<file path="src/rtl/ps2_scancode_sequencer_pkg.sv">
// Shared definitions for the PS/2 scancode sequencer: FSM states, protocol
// byte constants, event layout and error-bit positions.
package ps2_scancode_sequencer_pkg;

  localparam int EVT_W = 10;

  // Parser state: which prefix bytes have been seen for the current code.
  typedef enum logic [1:0] {
    ST_IDLE     = 2'd0,
    ST_GOT_E0   = 2'd1,
    ST_GOT_F0   = 2'd2,
    ST_GOT_E0F0 = 2'd3
  } state_t;

  // Protocol bytes from the keyboard.
  localparam logic [7:0] BYTE_E0 = 8'hE0;  // extended-key prefix
  localparam logic [7:0] BYTE_F0 = 8'hF0;  // break (release) prefix
  localparam logic [7:0] BYTE_AA = 8'hAA;  // BAT passed
  localparam logic [7:0] BYTE_FA = 8'hFA;  // ACK
  localparam logic [7:0] BYTE_FE = 8'hFE;  // resend request
  localparam logic [7:0] BYTE_FC = 8'hFC;  // BAT failed
  localparam logic [7:0] BYTE_00 = 8'h00;  // key detection error / overrun
  localparam logic [7:0] BYTE_FF = 8'hFF;  // key detection error / overrun

  // Sticky error bit positions in err[2:0].
  localparam int ERR_OVF = 2;
  localparam int ERR_TMO = 1;
  localparam int ERR_KBD = 0;

  // One decoded key event as stored in the FIFO.
  typedef struct packed {
    logic       ext;
    logic       brk;
    logic [7:0] code;
  } evt_t;

  function automatic evt_t mk_evt(input logic ext, input logic brk,
                                  input logic [7:0] code);
    evt_t e;
    e.ext  = ext;
    e.brk  = brk;
    e.code = code;
    return e;
  endfunction

endpackage

</file>
<file path="src/rtl/ps2_evt_fifo.sv">
// Small synchronous event FIFO. A push while full is dropped unless a pop
// happens in the same cycle; a pop while empty is ignored. The head output
// reads as zero when empty so the consumer never sees stale data.
module ps2_evt_fifo #(
  parameter  int DEPTH = 4,
  parameter  int WIDTH = 10,
  localparam int AW    = $clog2(DEPTH),
  localparam int CW    = $clog2(DEPTH) + 1
) (
  input  logic             clk,
  input  logic             reset,
  input  logic             push,
  input  logic [WIDTH-1:0] push_data,
  input  logic             pop,
  output logic [WIDTH-1:0] head,
  output logic             full,
  output logic             empty,
  output logic [CW-1:0]    count
);

  logic [WIDTH-1:0] mem_q [DEPTH];
  logic [AW-1:0]    wr_ptr_q, wr_ptr_d;
  logic [AW-1:0]    rd_ptr_q, rd_ptr_d;
  logic [CW-1:0]    count_q, count_d;
  logic             wr_en, rd_en;

  assign full  = (count_q == CW'(DEPTH));
  assign empty = (count_q == '0);
  assign count = count_q;
  assign head  = empty ? '0 : mem_q[rd_ptr_q];

  // A pop frees a slot this cycle, so a push into a full FIFO still lands.
  assign rd_en = pop & ~empty;
  assign wr_en = push & (~full | rd_en);

  // Pointer and occupancy update; pointers wrap naturally (DEPTH is 2^n).
  always_comb begin
    wr_ptr_d = wr_ptr_q;
    rd_ptr_d = rd_ptr_q;
    count_d  = count_q;
    if (wr_en) wr_ptr_d = wr_ptr_q + AW'(1);
    if (rd_en) rd_ptr_d = rd_ptr_q + AW'(1);
    case ({wr_en, rd_en})
      2'b10:   count_d = count_q + CW'(1);
      2'b01:   count_d = count_q - CW'(1);
      default: count_d = count_q;
    endcase
  end

  // Control state register.
  always_ff @(posedge clk or posedge reset) begin
    if (reset) begin
      wr_ptr_q <= '0;
      rd_ptr_q <= '0;
      count_q  <= '0;
    end else begin
      wr_ptr_q <= wr_ptr_d;
      rd_ptr_q <= rd_ptr_d;
      count_q  <= count_d;
    end
  end

  // Storage array; contents are don't-care until written, head is gated.
  always_ff @(posedge clk) begin
    if (wr_en) mem_q[wr_ptr_q] <= push_data;
  end

endmodule

</file>
<file path="src/rtl/ps2_scancode_sequencer.sv">
// Turns the raw PS/2 byte stream into {ext, brk, code} key events, tracking
// E0/F0 prefixes, abandoning half-received codes after a timeout, and
// flagging keyboard status bytes. Events are queued in ps2_evt_fifo.
module ps2_scancode_sequencer
  import ps2_scancode_sequencer_pkg::*;
#(
  parameter int FIFO_DEPTH     = 4,
  parameter int TIMEOUT_CYCLES = 50000
) (
  input  logic       clk,
  input  logic       reset,
  input  logic [7:0] rx_data,
  input  logic       rx_valid,
  output logic [9:0] evt_data,
  output logic       evt_valid,
  input  logic       evt_ready,
  output logic [4:0] evt_count,
  output logic       kbd_ok,
  output logic [2:0] err,
  input  logic       err_clr
);

  localparam int              TW       = $clog2(TIMEOUT_CYCLES + 1);
  localparam logic [TW-1:0]   TMO_LAST = TW'(TIMEOUT_CYCLES - 1);
  localparam int              CW       = $clog2(FIFO_DEPTH) + 1;

  state_t        state_q, state_d;
  logic [TW-1:0] tmo_q, tmo_d;
  logic [2:0]    err_q, err_d;
  logic          kbd_ok_q, kbd_ok_d;

  logic          push;
  evt_t          push_evt;
  logic          set_ok, set_kbd, set_tmo, set_ovf;
  logic          pop;
  logic          fifo_full, fifo_empty;
  logic [CW-1:0] fifo_count;
  logic [9:0]    fifo_head;

  assign pop       = evt_valid & evt_ready;
  assign evt_valid = ~fifo_empty;
  assign evt_data  = fifo_head;
  assign evt_count = 5'(fifo_count);
  assign kbd_ok    = kbd_ok_q;
  assign err       = err_q;

  // Byte parser and prefix timeout: next state, event push and error events.
  always_comb begin
    state_d  = state_q;
    tmo_d    = tmo_q;
    push     = 1'b0;
    push_evt = '0;
    set_ok   = 1'b0;
    set_kbd  = 1'b0;
    set_tmo  = 1'b0;
    if (rx_valid) begin
      tmo_d = '0;
      case (state_q)
        ST_IDLE: begin
          case (rx_data)
            BYTE_E0:                   state_d = ST_GOT_E0;
            BYTE_F0:                   state_d = ST_GOT_F0;
            BYTE_AA:                   set_ok  = 1'b1;
            BYTE_FC, BYTE_00, BYTE_FF: set_kbd = 1'b1;
            BYTE_FA, BYTE_FE:          ;
            default: begin
              push     = 1'b1;
              push_evt = mk_evt(1'b0, 1'b0, rx_data);
            end
          endcase
        end
        ST_GOT_E0: begin
          if (rx_data == BYTE_F0) begin
            state_d = ST_GOT_E0F0;
          end else if (rx_data != BYTE_E0) begin
            push     = 1'b1;
            push_evt = mk_evt(1'b1, 1'b0, rx_data);
            state_d  = ST_IDLE;
          end
        end
        ST_GOT_F0: begin
          push     = 1'b1;
          push_evt = mk_evt(1'b0, 1'b1, rx_data);
          state_d  = ST_IDLE;
        end
        ST_GOT_E0F0: begin
          push     = 1'b1;
          push_evt = mk_evt(1'b1, 1'b1, rx_data);
          state_d  = ST_IDLE;
        end
        default: state_d = ST_IDLE;
      endcase
    end else if (state_q == ST_IDLE) begin
      tmo_d = '0;
    end else if (tmo_q == TMO_LAST) begin
      // Prefix arrived but the final byte never did: drop the partial code.
      state_d = ST_IDLE;
      tmo_d   = '0;
      set_tmo = 1'b1;
    end else begin
      tmo_d = tmo_q + TW'(1);
    end
  end

  // Sticky status: a clear and a new event in the same cycle keeps the bit.
  always_comb begin
    set_ovf  = push & fifo_full & ~pop;
    err_d    = (err_clr ? 3'b000 : err_q);
    err_d[ERR_OVF] = err_d[ERR_OVF] | set_ovf;
    err_d[ERR_TMO] = err_d[ERR_TMO] | set_tmo;
    err_d[ERR_KBD] = err_d[ERR_KBD] | set_kbd;
    kbd_ok_d = (kbd_ok_q & ~err_clr) | set_ok;
  end

  // State, timeout counter and status registers.
  always_ff @(posedge clk or posedge reset) begin
    if (reset) begin
      state_q  <= ST_IDLE;
      tmo_q    <= '0;
      err_q    <= '0;
      kbd_ok_q <= 1'b0;
    end else begin
      state_q  <= state_d;
      tmo_q    <= tmo_d;
      err_q    <= err_d;
      kbd_ok_q <= kbd_ok_d;
    end
  end

  ps2_evt_fifo #(
    .DEPTH (FIFO_DEPTH),
    .WIDTH (EVT_W)
  ) u_fifo (
    .clk       (clk),
    .reset     (reset),
    .push      (push),
    .push_data (push_evt),
    .pop       (pop),
    .head      (fifo_head),
    .full      (fifo_full),
    .empty     (fifo_empty),
    .count     (fifo_count)
  );

endmodule

</file>
<file path="config.mk">
export PLATFORM = sky130hd
export DESIGN_NAME = ps2_scancode_sequencer
export DESIGN_NICKNAME = d
export VERILOG_FILES = /design/src/rtl/ps2_scancode_sequencer_pkg.sv /design/src/rtl/ps2_evt_fifo.sv /design/src/rtl/ps2_scancode_sequencer.sv
export SDC_FILE = /design/constraint.sdc
export NUM_CORES = 1
export LEC_CHECK = 0
export BUFFER_PORTS_ARGS = -buffer_cell sky130_fd_sc_hd__buf_2
export CORE_UTILIZATION = 40
export DETAILED_ROUTE_END_ITERATION = 10
export PLACE_DENSITY = 0.6
export SYNTH_ARGS = -nofsm -noshare
export SYNTH_HDL_FRONTEND = slang
export SYNTH_HIERARCHICAL = 1
export SYNTH_SLANG_ARGS = --single-unit
export TNS_END_PERCENT = 1
</file>
<file path="constraint.sdc">
create_clock -name clk -period 6.7 [get_ports clk]
set_input_delay 2.01 -clock clk [delete_from_list [all_inputs] [get_ports clk]]
set_output_delay 2.01 -clock clk [all_outputs]
set_load 0.03 [all_outputs]
</file>
# Word-level counts from Yosys, hierarchy flattened
# Memories as Yosys holds them, arrays and structs flattened.
# Index checks and enable logic that the tools add are counted.
[totals] inputBits=13 mem_count=1 ram_bits=40 regBits=29 output_inout_bits=20
[op_classes] mux=34 n_reduce_logical=9 bitwise=15 n_eq_ne=18 add_sub_neg=5
[memory_table] memory="u_fifo.mem_q" words=4 width=10 rd=1 rd_clocked_by_memory_dff=0 write_ports=1 line="ps2_evt_fifo.sv:21" source="logic [WIDTH-1:0] mem_q [DEPTH];"
[op_table] cell="$eq A8 B8 Y1 const B" n=7
[op_table] cell="$mux W16" n=3
[op_table] cell="$mux W10" n=4
[op_table] cell="$pmux W10 S4" n=1
[op_table] cell="$add A16 B1 Y16 const B" n=1
[op_table] cell="$eq A16 B16 Y1 const B" n=1
[op_table] cell="$mux W1" n=15
[op_table] cell="$mux W2" n=5
[op_table] cell="$logic_not A8 Y1" n=1
[op_table] cell="$mux W8" n=1
[op_table] cell="$ne A8 B8 Y1 const B" n=1
[op_table] cell="$reduce_or A8 Y1" n=1
[op_table] cell="$and A1 B1 Y1" n=6
[op_table] cell="$eq A2 B2 Y1 const B" n=3
[op_table] cell="$pmux W2 S3" n=1
[op_table] cell="$pmux W3 S2" n=1
[op_table] cell="$or A1 B1 Y1" n=5
[op_table] cell="$add A2 B1 Y2 const B" n=2
[op_table] cell="$eq A2 B1 Y1 const B" n=2
[op_table] cell="$ne A4 B4 Y1 const B" n=1
[op_table] cell="$not A1 Y1" n=4
[op_table] cell="$pmux W2 S2" n=1
[op_table] cell="$reduce_and A4 Y1" n=1
[op_table] cell="$reduce_bool A2 Y1" n=2
[op_table] cell="11 further kinds" n=11

# Depth between registers and ports, before layout
# Gate-level depths: netlist of run 1.
[logic_depth] depth_word=8 mapped_depth=13 mapped_depth_nobuf=13

# Cells and area by module
# Netlist of run 1, hierarchy kept.
[by_module_without_submodules] mod="ps2_evt_fifo" cells_per_inst=103 instances=1 area_each_um2=1946.9
[by_module_without_submodules] mod="ps2_scancode_sequencer" cells_per_inst=138 instances=1 area_each_um2=1253.7

# Worst setup path before layout of run 1
# Ideal clock, no wire load.
[synth_timing] path_kind="in2reg" startpoint="input rx_data[1]" endpoint="register u_fifo.count_q[2] (netlist: u_fifo/count[2])" cell_stages=13 t_required_ns=6.620 n_path_buf=0 setup_ns=0.080 arrival_ns=4.275 setup_slack_ns=2.345 cell_sequence="or4_1 > nor3_1 > o21ai_1 > o311a_1 > and2_1 > o21a_4 > inv_1 > ha_1 > inv_1 > fa_1 > xor2_1 > nor2_1 > xor2_1"
[synth_via] elab_chain_cells=8 elab_cells_between_ends=20 cone_classes="eq/ne (10); mux (6); bitwise (1); reduce/logical (3)"
[synth_rtl] item="start, declared" line="ps2_scancode_sequencer.sv:12" source="input logic [7:0] rx_data,"
[synth_rtl] item="$eq A8 B8 Y1, or another cell as far along" line="ps2_scancode_sequencer.sv:60, ps2_scancode_sequencer.sv:73"
[synth_rtl] item="$reduce_or A8 Y1 (no source line) or $mux W1 (tied branches)"
[synth_rtl] item="$mux W1, on equally long branches" line="ps2_scancode_sequencer.sv:60, ps2_scancode_sequencer.sv:73"
[synth_rtl] item="$pmux W1 S3 (*)" line="ps2_scancode_sequencer.sv:58" source="case (state_q)"
[synth_rtl] item="$mux W1 (*)" line="ps2_scancode_sequencer.sv:56" source="if (rx_valid) begin"
[synth_rtl] item="via push" line="ps2_scancode_sequencer.sv:32" source="logic push;"
[synth_rtl] item="$and A1 B1 Y1 (*)" line="ps2_evt_fifo.sv:34" source="assign wr_en = push & (~full | rd_en);"
[synth_rtl] item="$eq A2 B1 Y1 or $eq A2 B2 Y1 (tied branches)" line="ps2_evt_fifo.sv:43" source="case ({wr_en, rd_en})"
[synth_rtl] item="$pmux W3 S2 or $reduce_bool A2 Y1 (tied branches)"
[synth_rtl] item="end signal, assigned" line="ps2_evt_fifo.sv:59" source="count_q <= count_d;"
[synth_rtl] item="end, declared" line="ps2_evt_fifo.sv:24" source="logic [CW-1:0] count_q, count_d;"
# Mark *: on every way through the listed nets, which the timed path passes. The rest lies on a longest branch.
# A chain may end at the register's enable or synchronous reset.

# Worst setup path after layout of run 1
# Ends and elaborated chain as after synthesis.

==> impl_metrics.env, run 1 <==
export IMPL_grt_pass1_wl_mm=9.20
export IMPL_synth_seq_cells=69
export IMPL_rows=32
export IMPL_cts_resized=0
export IMPL_maxSlewHeadroom_pct=44.7
export IMPL_ys_flop_type="edfxtp_1"
export IMPL_required_ns=6.97
export IMPL_wire_per_inst_microns=14.7
export IMPL_drc=0
export IMPL_setup_violations=0
export IMPL_clock_sinks=69
export IMPL_yosys_top_cells_area="edfxtp_1 38%, dfrtp_1 23%, mux4_2 7.0%, xor2_1 4.1%, nor2_1 2.9%"
export IMPL_grt_overflow=0
export IMPL_yosysSeqAreaShare_pct=60.2
export IMPL_setup_worst_path_end_class="flip-flop"
export IMPL_wl_met2_mm=2.81
export IMPL_synth_top_area_share_pct=37.5
export IMPL_cts_hold_buf=0
export IMPL_critPathLaunchType="primary input"
export IMPL_ys_top_cells_by_count="40 x edfxtp_1, 29 x dfrtp_1, 25 x nor2_1"
export IMPL_synth_area_sq_mm=0.00320
export IMPL_ys_async_sr_fraction_pct=42.0
export IMPL_powerDensity_mw_per_mm2=375
export IMPL_ff2ff_setup_slack_ns=4.08
export IMPL_avgSynthCellArea_sq_um=13.3
export IMPL_fin_setup_tns_ns=0
export IMPL_drive_gt1_share_pct=23.0
export IMPL_rsz0062_at_grt="false"
export IMPL_hold_viol_final=0
export IMPL_cpPeakStageDelay_ns=0.50
export IMPL_final_area_sq_mm=0.00364
export IMPL_hpwlAfterDp_mm=3.85
export IMPL_grt_max_degree=23
export IMPL_die_area_sq_mm=0.00836
export IMPL_critPathSlowestCell="nor3b_1"
export IMPL_start_util_pct=41.4
export IMPL_ios=33
export IMPL_antenna_found_initial=0
export IMPL_finalWeightedCongestion=0.737
export IMPL_timing_fmax_mhz=229
export IMPL_synth_warnings=6
export IMPL_core_sq_mm=0.00773
export IMPL_top_layer="met4"
export IMPL_num_antenna_cells=0
export IMPL_post_cts_buffers=0
export IMPL_clock_skew_ns=0.00854
export IMPL_synth_edf_count=40
export IMPL_syn_instance_count=241
export IMPL_first_iter_violations=106
export IMPL_maxCapViolCount=0
export IMPL_peakVddDrop_mv=0.116
export IMPL_tightest_slew_ns=0.829
export IMPL_cts_made_buffers=9
export IMPL_drv_slew=0
export IMPL_worstPathCellList="buf_2, nor4b_1, nor3b_1, nand2_1, and2_1, o21a_4, inv_1, ha_1, inv_1, fa_1, xor2_1, nor2_1, xor2_1"
export IMPL_vias=1900
export IMPL_cts_buffer_depth=2
export IMPL_grt_usage_pct=14.6
export IMPL_arrival_ns=4.64
export IMPL_yosysMostFrequentCell="edfxtp_1"
export IMPL_area_delta_synth_final_pct=13.6
export IMPL_path_class="primary input to flip-flop"
export IMPL_routed_wl_mm=5.66
export IMPL_status="complete, no violations"
export IMPL_ys_types=48
export IMPL_min_path_type="flip-flop to flip-flop"
export IMPL_fin_nets=297
export IMPL_via_per_inst=4.95
export IMPL_met1Wirelength_mm=2.54
export IMPL_grt_pass1_vias=1860
export IMPL_io_buffer_count=30
export IMPL_placed_area_sq_mm=0.00344
export IMPL_firstDrtPassIters=4
export IMPL_die_h_microns=91.5
export IMPL_post_route_min_period_ns=4.37
export IMPL_worstSkewPairLatency_ns=0.34
export IMPL_cts_tree="done"
export IMPL_min_period_over_period_pct=65.2
export IMPL_ant_nets=0
export IMPL_cts_root_buf="clkbuf_8"
export IMPL_die_x_microns=91.5
export IMPL_h_tree_depth=3
export IMPL_path_clk_slew_ns=0.08
export IMPL_wl_met3_microns=240
export IMPL_p_leak_nw=1.45
export IMPL_path_max_fanout=7
export IMPL_synth_area_leader_cell="edfxtp_1"
[worst max-delay path, delay by kind of cell]
kind	cells	cell delay, ns
simple gates	5	1.40
fa+ha+maj	2	0.55
xor+xnor	2	0.29
buf+inv	3	0.25
compound gates	1	0.14
[final cells by class]
class | instances | area, sq um
fillers | 688 | 4090
flip-flops and latches | 69 | 1930
multi-input cells | 151 | 1170
repair buffers | 31 | 158
well taps | 102 | 128
clock buffers | 9 | 124
clock inverters | 7 | 73.8
inverters | 15 | 56.3
[cells in the final DEF, fill, tap and decap left out, drive strengths merged, types with 4 or more instances in the layout]
master	instances
clkbuf	9
and2	10
and3	5
nor2	25
ha	6
nand4	4
edfxtp	40
mux4	10
nor2b	12
inv	17
xnor2	6
dfrtp	29
nand3	5
buf	31
xor2	15
nand2	17
[metrics by stage]
step | power (W) | setup WS (ns) | hold slack (ns) | std cells | utilization, %
floorplan | 0.000930 | 2.34 | 0.443 | 242 | -
global placement | 0.00104 | 2.06 | 0.483 | 368 | 44.5
detailed placement | 0.00105 | 1.99 | 0.473 | 368 | 44.5
CTS | 0.00138 | 2.35 | 0.490 | 384 | 47.1
global route | 0.00144 | 2.03 | 0.506 | 384 | 47.1
finish | 0.00136 | 2.33 | 0.490 | 384 | 47.1
[logic make-up (layout without fill, tap and decap cells)]
family                   after synthesis  after routing  synth area share [%]
buffers and inverters                 22             62                  3.32
XOR/XNOR                              21             21                  5.75
AND/OR/NAND/NOR                       96             96                  16.5
multiplexers                          13             13                  8.13
flip-flops                            69             69                  60.2
AO/OA/AOI/OAI                         12             12                  3.01
other                                  1              2                 0.117
adder cells (fa/ha/maj)                7              7                  2.97
[where the power goes]
part	total [W]	switching [W]	internal (W)
Clock	0.000336	0.000163	0.000173
Sequential	0.000589	0.0000618	0.000527
Combinational	0.000438	0.000257	0.000181
Total	0.00136	0.000482	0.000882
[path summary, 6_finish.rpt]
path / startpoint / end / cells past startpoint
min reg2reg: tmo_q[0] / tmo_q[0] / 1
min in group asynchronous: reset / u_fifo/count[2] / 2
max reg2reg: state_q[1] / u_fifo/count[2] / 11
max in group asynchronous: reset / kbd_ok / 2
max: rx_data[1] / u_fifo/count[2] / 13
min: tmo_q[0] / tmo_q[0] / 1
[metal layers]
layer,up-vias,track usage [%]
met5,-,0
met4,0,6.35
met3,11,3.10
met2,49,24.2
met1,915,18.5
li1,925,-
[flip-flops by register name, indices dropped and copies added, names as in the netlist]
| register | count |
|---|---|
| state_q | 2 |
| kbd_ok | 1 |
| u_fifo/count | 3 |
| u_fifo/rd_ptr_q | 2 |
| u_fifo/wr_ptr_q | 2 |
| tmo_q | 16 |
| u_fifo/mem_q | 40 |
| err | 3 |
No activity file was read; power rests on OpenSTA's default activity.
==> run 2: changes to the inputs <==
==> constraint.sdc (replaced) <==
create_clock -name clk -period 4.3 [get_ports clk]
set_input_delay 1.29 -clock clk [delete_from_list [all_inputs] [get_ports clk]]
set_output_delay 1.29 -clock clk [all_outputs]
set_load 0.03 [all_outputs]
==> run 2 against run 1 <==
  * Sequential power is 56% higher
  * Power rose by 65%
  * Core utilization up 0.74 points
  * Global-route usage up 1.2 points
  * Setup slack got worse by 1.6 ns
  * Count of clock-buffer cells in the layout is 1 higher
  * Largest cell class unchanged
  * Critical path type unchanged
==> impl_metrics.env, run 2 (synthesized netlist as in run 1, its figures left out) <==
export IMPL_status="complete, no violations"
export IMPL_tightest_slew_ns=0.838
export IMPL_die_area_sq_mm=0.00836
export IMPL_antenna_found_initial=0
export IMPL_rows=32
export IMPL_maxSlewHeadroom_pct=44.1
export IMPL_cts_made_buffers=9
export IMPL_rsz0062_at_grt="false"
export IMPL_cp_depth=14
export IMPL_worstSkewPairLatency_ns=0.34
export IMPL_cts_root_buf="clkbuf_8"
export IMPL_vias=1930
export IMPL_regMostFlops="u_fifo/mem_q"
export IMPL_maxCapViolCount=0
export IMPL_path_clk_slew_ns=0.07
export IMPL_post_route_util_pct=47.8
export IMPL_grt_usage_pct=15.9
export IMPL_cp_endpoint="u_fifo/count[2]"
export IMPL_layout_commonest_cell="edfxtp_1"
export IMPL_start_util_pct=41.4
export IMPL_grt_busiest_layer="met2"
export IMPL_grt_overflow=0
export IMPL_ant_nets=0
export IMPL_h_tree_depth=3
export IMPL_post_route_min_period_ns=3.62
export IMPL_fin_setup_tns_ns=0
export IMPL_cts_hold_buf=0
export IMPL_global_route_usage_met3_pct=4.77
export IMPL_required_ns=4.57
export IMPL_cpLargestDelayFamily="simple AND/OR/NAND/NOR gates"
export IMPL_clock_sinks=69
export IMPL_use_met1_pct=19.6
export IMPL_critPathLaunch="rx_data[1]"
export IMPL_ff2ff_setup_slack_ns=1.75
export IMPL_layout_common_cells="40 x edfxtp_1, 30 x buf_2, 29 x dfrtp_1"
export IMPL_post_cts_buffers=0
export IMPL_grt_max_degree=23
export IMPL_hpwlAfterDp_mm=4.07
export IMPL_peakVddDrop_mv=0.191
export IMPL_routed_wl_mm=5.82
export IMPL_area_delta_synth_final_pct=15.4
export IMPL_arrival_ns=3.89
export IMPL_grt_pass1_wl_mm=9.69
export IMPL_r2r_cells=12
export IMPL_die_x_microns=91.5
export IMPL_drc=0
export IMPL_worstPathCellList="buf_2, or4_1, nor3_1, o21ai_1, o311a_1, and2_1, o21a_4, inv_1, ha_1, inv_1, fa_1, xor2_1, nor2_1, xor2_1"
export IMPL_grt_pass1_vias=1909
export IMPL_path_max_fanout=8
export IMPL_min_path_type="flip-flop to flip-flop"
export IMPL_cts_resized=0
export IMPL_first_iter_violations=119
export IMPL_drv_slew=0
export IMPL_critPathLaunchType="primary input"
export IMPL_min_period_over_period_pct=84.1
export IMPL_wire_per_inst_microns=15.1
export IMPL_path_class="primary input to flip-flop"
export IMPL_via_per_inst=5.01
export IMPL_cts_buffer_depth=2
export IMPL_top_regs="u_fifo/mem_q (40), tmo_q (16)"
export IMPL_worstReg2RegEnd="u_fifo/count[2]"
export IMPL_timing_fmax_mhz=277
export IMPL_setup_worst_path_end_class="flip-flop"
export IMPL_p_leak_nw=1.48
export IMPL_io_buffer_count=30
export IMPL_path_buf_inv=3
export IMPL_powerDensity_mw_per_mm2=610
export IMPL_cts_tree="done"
export IMPL_hold_viol_final=0
export IMPL_fin_nets=298
export IMPL_setup_violations=0
export IMPL_core_sq_mm=0.00773
export IMPL_clock_skew_ns=0.00747
export IMPL_ios=33
export IMPL_num_antenna_cells=0
export IMPL_die_h_microns=91.5
export IMPL_use_met2_pct=24.9
export IMPL_cpPeakStageDelay_ns=0.52
export IMPL_r2r_start="state_q[0]"
export IMPL_drive_gt1_share_pct=23.7
export IMPL_firstDrtPassIters=4
export IMPL_largest_reg_flops=40
export IMPL_critPathSlowestCell="or4_1"
export IMPL_finalWeightedCongestion=0.813
[run 2: layout make-up]
class	count	area, sq um
fill	692	4030
sequential	69	1930
multi-input combinational	151	1170
timing repair buffer	32	165
clock buffer	10	138
tap	102	128
clock inverter	6	110
inverter	15	56.3
[run 2: how the worst min path moves through the flow]
stage,start,to,slack (ns),cells past startpoint
finish,tmo_q[0],tmo_q[0],0.50,1
global route,tmo_q[0],tmo_q[0],0.52,1
CTS,tmo_q[0],tmo_q[0],0.51,1
detailed placement,tmo_q[0],tmo_q[0],0.49,1
global placement,tmo_q[0],tmo_q[0],0.48,1
floorplan,tmo_q[0],tmo_q[0],0.44,1
[run 2: layer usage]
layer  wire length (microns)  vias to the layer above
met5                       0                        -
li1                        -                      930
met2                    2860                       51
met1                    2550                      939
met4                     121                        0
met3                     285                       10
[run 2: power by group]
group	internal, W	switching [W]
registers	0.000822	0.0000987
clock network	0.000400	0.000239
logic	0.000285	0.000409
[run 2: stage by stage]
stage                     cell area (sq um)  setup WS (ns)  std cells  power [W]  hold slack, ns
after detailed placement               3450          0.345        369    0.00164           0.491
after CTS                              3690          0.697        385    0.00229           0.508
final                                  3690          0.684        385    0.00225           0.500
after floorplan                        3200          0.665        242    0.00145           0.443
after global routing                   3690          0.457        385    0.00238           0.522
after global placement                 3450          0.400        369    0.00163           0.482
[run 2: worst register-to-register path, delay by kind of cell (launching register included)]
| kind | cells | cell delay, ns |
|---|---|---|
| AOI/OAI and AO/OA | 3 | 0.47 |
| DFF | 1 | 0.43 |
| adders and majority gates | 2 | 0.55 |
| xor gates and xnor gates | 2 | 0.30 |
| and+or+nand+nor | 3 | 0.63 |
| buffers and inverters | 2 | 0.13 |
